`config.mk`:
```
export PLATFORM = sky130hd
export DESIGN_NAME = serial_subtractor
export DESIGN_NICKNAME = d
export VERILOG_FILES = /design/src/rtl/serial_subtractor.sv
export SDC_FILE = /design/constraint.sdc
export NUM_CORES = 1
export LEC_CHECK = 0
export CORE_MARGIN = 3
export CORE_UTILIZATION = 35
export CTS_CLUSTER_SIZE = 24
export DETAILED_ROUTE_END_ITERATION = 10
export SYNTH_ARGS = -nofsm -noshare
export SYNTH_HDL_FRONTEND = slang
export SYNTH_SLANG_ARGS = --single-unit
```
`constraint.sdc`:
```
create_clock -name clk -period 1.2 [get_ports clk]
set_input_delay 0.24 -clock clk [delete_from_list [all_inputs] [get_ports clk]]
set_output_delay 0.24 -clock clk [all_outputs]
set_load 0.02 [all_outputs]
```
`src/rtl/serial_subtractor.sv`:
```
// Bit-serial WIDTH-bit subtractor: DIFF = A - B, one bit per clock, LSB first,
// built from a single full-subtractor cell and a borrow flip-flop.
module serial_subtractor #(
    parameter int WIDTH = 8
) (
    input  logic             clk,
    input  logic             rst,
    input  logic             start,
    input  logic [WIDTH-1:0] A,
    input  logic [WIDTH-1:0] B,
    output logic             busy,
    output logic             done,
    output logic [WIDTH-1:0] DIFF,
    output logic             BORROW
);

    localparam int CW = $clog2(WIDTH);
    localparam logic [CW-1:0] LAST_BIT = CW'(WIDTH - 1);

    typedef enum logic [1:0] {
        IDLE,
        BUSY,
        DONE
    } state_t;

    state_t           state;
    logic [WIDTH-1:0] a_reg;
    logic [WIDTH-1:0] b_reg;
    logic [WIDTH-1:0] res_reg;
    logic [CW-1:0]    cnt;
    logic             br;

    // Full-subtractor cell operating on the current LSBs and the stored borrow.
    logic d;
    logic br_next;
    assign d       = a_reg[0] ^ b_reg[0] ^ br;
    assign br_next = (~a_reg[0] & b_reg[0]) | (~(a_reg[0] ^ b_reg[0]) & br);

    // NOTE: every state bit here is updated with <= so all registers sample
    // pre-edge values; using = would let later lines see already-shifted data.
    always_ff @(posedge clk) begin
        if (rst) begin
            state   <= IDLE;
            a_reg   <= '0;
            b_reg   <= '0;
            res_reg <= '0;
            cnt     <= '0;
            br      <= 1'b0;
            busy    <= 1'b0;
            done    <= 1'b0;
            DIFF    <= '0;
            BORROW  <= 1'b0;
        end else begin
            case (state)
                IDLE: begin
                    if (start) begin
                        a_reg <= A;
                        b_reg <= B;
                        br    <= 1'b0;
                        cnt   <= '0;
                        busy  <= 1'b1;
                        state <= BUSY;
                    end
                end
                BUSY: begin
                    a_reg   <= a_reg >> 1;
                    b_reg   <= b_reg >> 1;
                    res_reg <= {d, res_reg[WIDTH-1:1]};
                    br      <= br_next;
                    cnt     <= cnt + CW'(1);
                    // Results are published only here, so partial sums never leak out.
                    if (cnt == LAST_BIT) begin
                        DIFF   <= {d, res_reg[WIDTH-1:1]};
                        BORROW <= br_next;
                        done   <= 1'b1;
                        busy   <= 1'b0;
                        state  <= DONE;
                    end
                end
                DONE: begin
                    done  <= 1'b0;
                    state <= IDLE;
                end
                default: begin
                    busy  <= 1'b0;
                    done  <= 1'b0;
                    state <= IDLE;
                end
            endcase
        end
    end

endmodule

```
## Word-level counts from Yosys, hierarchy flattened

Cells that the tools add are included.

| cells by class | value |
|---|---|
| mux-type cells | 16 |
| reductions and logical operators | 7 |
| equality and inequality tests | 5 |
| add/sub/neg operators | 1 |
| bitwise logic cells | 9 |

Operators with widths:

| operator | number |
|---|---|
| one-hot mux 8 bit (2 select lines) | 2 |
| two-way mux 8 bit | 2 |
| AND reduction 2 bit | 4 |
| one-hot mux 3 bit (2 select lines) | 1 |
| two-way mux 1 bit | 4 |
| two-way mux 2 bit | 2 |
| inequality test 2 bit (second input constant) | 2 |
| NOT 1 bit | 4 |
| one-hot mux 1 bit (2 select lines) | 2 |
| one-hot mux 2 bit (2 select lines) | 1 |
| adder 3 x 1 -> 3 bit (second input constant) | 1 |
| == test 3 bit (second input constant) | 1 |
| two-way mux 3 bit | 1 |
| one-hot mux 1 bit (3 select lines) | 1 |
| AND reduction 3 bit | 1 |
| AND 1 bit | 2 |
| == test 2 x 1 -> 1 bit (second input constant) | 1 |
| == test 2 bit (second input constant) | 1 |
| zero test 2 bit | 1 |
| nonzero test 2 bit | 1 |
| XOR 1 bit | 2 |
| OR 1 bit | 1 |

| word-level totals | value |
|---|---|
| logic and storage cells | 48 |
| register bits after elaboration | 41 |
| output and inout port bits | 11 |

## Logic depth before layout (Yosys ltp)

| depth | value |
|---|---|
| word-level depth | 5 |
| depth in mapped cells | 6 |

## Worst setup path after synthesis

No wires, ideal clock.

| path | value |
|---|---|
| path type | reg-to-reg |
| from | reg cnt[0] |
| to | reg BORROW |
| arrival time | 1.210 ns |
| cell stages (with the launch flop) | 6 |
| setup slack | -0.096 ns |
| required time | 1.114 ns |
| path through | dfxtp_1 -> ha_1 -> ha_1 -> and3b_1 -> buf_4 -> a211oi_1 |

| on the way | value |
|---|---|
| cells in the longest elaborated chain, start to end | 2 |

Ends and longest elaborated chain:

| item | line | text |
|---|---|---|
| from (decl) | 30 | `logic [CW-1:0] cnt;` |
| from (signal assigned) | 70 | `cnt <= cnt + CW'(1);` |
| == test 3 bit | 72 | `if (cnt == LAST_BIT) begin` |
| AND reduction 2 bit (no line) | n/a |  |
| to (signal assigned) | 74 | `BORROW <= br_next;` |
| to (decl) | 14 | `output logic BORROW` |

No other way between the ends.
A chain may end at the register's enable or synchronous reset.

## Worst setup path in the final report

| path | value |
|---|---|
| from | reg cnt[1] |
| to | reg DIFF[1] |

| on the way | value |
|---|---|
| cells in the longest elaborated chain, start to end | 2 |

Ends and longest elaborated chain:

| item | line | text |
|---|---|---|
| == test 3 bit | 72 |  |
| AND reduction 2 bit (no line) | n/a |  |
| to (signal assigned) | 73 | `DIFF <= {d, res_reg[WIDTH-1:1]};` |
| to (decl) | 13 | `output logic [WIDTH-1:0] DIFF,` |

No other way between the ends.

==> out/metrics.cfg <==
[pwr]
combPwrFrac_pct=15.2
pwr-share-seq_pct=52.0
total_power_mw=2.76
power_density_nw_per_um2=1210
switching_share_pct=24.8
clock_power_share_pct=32.9
max-vdd-ir-drop_mv=0.604
internal-power_mw=2.07
p_switching_mw=0.684
p_leak_nw=0.852

[cts]
ctsHoldBuffers=0
cts_buffer_depth=2
cts_tree=yes
clkSlewWorstSetupHoldPaths_ps=70
cts_buffers=5
root_buffer=clkbuf_8
htreeDepth=2
clk_latency_ps=290
clock-sinks=40

[synthesis]
syn_nets=202
netlist.area_leader.share_pct=47.8
netlist_instances=180
syn_avg_cell_area_um2=9.31
seq_area_frac_synth_pct=47.8
ys_warn_count=0
synth.most_common_cell=dfxtp_1
synthTopCellsByArea=dfxtp_1 48%, mux2i_1 8.4%, a211oi_2 7.5%
syn-cell-area_um2=1680
synth_edf_count=0
synth_common_cells=40 x dfxtp_1, 30 x nand2_1, 22 x nor2_1, 19 x a21oi_1, 14 x mux2i_1
synth-seq-cells=40
synth_cell_types=26
async_flop_share_pct=0
synth_flop_cell=dfxtp_1
yosysTopAreaCell=dfxtp_1

[route]
drt_iter0_drc=91
drc_errors=0
firstDrtPassIters=4
wire_per_inst_um=13.6
num_vias=1346
drt.antenna.violating_nets=0
via_per_inst=5.00
wirelength_mm=3.65

[worst_setup_path]
crit_fanout=5
criticalPathCategory=reg2reg
startpoint_type=flip-flop
critPathRequiredTime_ps=1380
critPathMaxStageDelay_ps=340
cp_data_arrival_time_ps=1420
path_common_cell=ha_4
crit_path_top_delay_cell=dfxtp_2
end_kind=flip-flop
path_cells=ha_4 -> ha_4 -> and3b_2 -> buf_6 -> nand2_2 -> a21oi_1

[timing]
setup_viol_count_final=9
relSlewSlack_pct=80.0
grt_setup_unrepaired=yes
tightest_slew_ps=300
fin_ws_ps=-46.5
finClkSkew_ps=4.17
min_period_ps=1250
tns_ps=-304
slew_violations=0
finalHoldViolCount=0
clock.fmax_ghz=0.802
fin_crit_sh_pct=104

[global_route]
grtUsageTotal_pct=13.9
grt_pass1_vias=1297
overflow=0
grt_first_pass_wirelength_mm=5.95
antenna_found_initial=0
grt_max_degree=41

[floorplanning]
io_pins=30
die_h_um=75.2
fp.dieW_um=75.2
rows=24
core_um2=4470
die_area_um2=5650
initial_core_util_pct=37.4

[finish]
multi_input_area_um2=881
regArea_um2=808
area_delta_synth_final_pct=36.5
fin_util_pct=51.1
layout-drive-gt1-share_pct=31.3
fill_cells=407
antennaDiodeCount=0
nets=238
postLayoutCellArea_um2=2290

[place]
dp_worst_setup_slack_ps=-303
dp_hpwl_mm=2.39
place.port_buffers=29
globalplace.congestion=0.755
place_area_um2=2070

[worst_hold_path]
hp-class=reg2reg

[outcome]
outcome=finished, violations left
violations=setup timing

[flow_run]
drv_cap=0

==> placed cells by master (no fill, tap or decap), types with 4 or more instances in the layout <==
cell and count:
dfxtp_1 36, a21oi_1 14, a211oi_2 14, clkbuf_8 6, clkbuf_2 5, buf_4 9, a21oi_2 5, nand2_2 8
nor2_1 21, clkdlybuf4s15_1 4, nand2_1 22, clkdlybuf4s50_1 17, mux2i_1 14
==> stage by stage <==
| step | hold slack (ps) | cells |
|---|---|---|
| after CTS | 460 | 268 |
| after floorplan | 402 | 180 |
| final | 459 | 269 |
| after detailed placement | 450 | 258 |
| after global routing | 481 | 269 |
| after global placement | 443 | 258 |
==> final timing paths <==
check,start,to,slack (ps),cells after the start
min,DIFF[5],DIFF[5],460,2
max reg2reg,cnt[1],DIFF[1],-50,6
min reg2reg,DIFF[5],DIFF[5],460,2
max,cnt[1],DIFF[1],-50,6
==> final cells by class <==
cell class	count	area share [%]
clock buffers	6	3.61
clock inverters	2	0.438
inverters	3	0.492
multi-input cells	123	38.5
flip-flops and latches	40	35.3
well taps	52	2.84
repair buffers	43	18.8
==> power groups by stage <==
| stage | registers (mW) | clock network [mW] | logic (mW) |
|---|---|---|---|
| 2_1_floorplan | 1.45 | 0 | 0.251 |
| 3_3_place_gp | 1.46 | 0 | 0.362 |
| 3_5_place_dp | 1.46 | 0 | 0.374 |
| 4_1_cts | 1.44 | 0.933 | 0.414 |
| 5_1_grt | 1.44 | 0.978 | 0.455 |
| 6_report | 1.43 | 0.907 | 0.418 |
==> what timing repair did <==
item / CTS / global route
resized for setup: 43 / 18
buffers inserted: 0 / 1
pin swaps: 5 / 4
setup endpoints to repair: 36 / 20
cloned: 2 / 0
endpoints found under the hold margin: 0 / 0
==> cells by family (layout without fill, tap and decap cells) <==
logic type	after synthesis	count (layout)	synth area share [%]
compound gates	44	44	19.6
fa+ha+maj	3	3	2.69
buf+inv	17	54	5.90
flops	40	40	47.8
mux	14	14	8.36
simple gates	62	62	15.6
==> metal layers <==
layer  track usage, %  share of wire, %  up-vias
met3             3.47               3.6        6
met2             23.0                50       22
met4             5.24               1.7        0
li1                 -                 -      687
met1             17.4                45      631
met5                0                 0        -
==> critical path: cells and delay by family, from the launching register on <==
kind,cells,cell delay (ps)
flip-flops,1,340
adder cells (fa/ha/maj),2,320
AND/OR/NAND/NOR,2,280
buffers and inverters,1,140
AO/OA/AOI/OAI,1,50
Note: power is estimated with default switching activity, not from simulation.
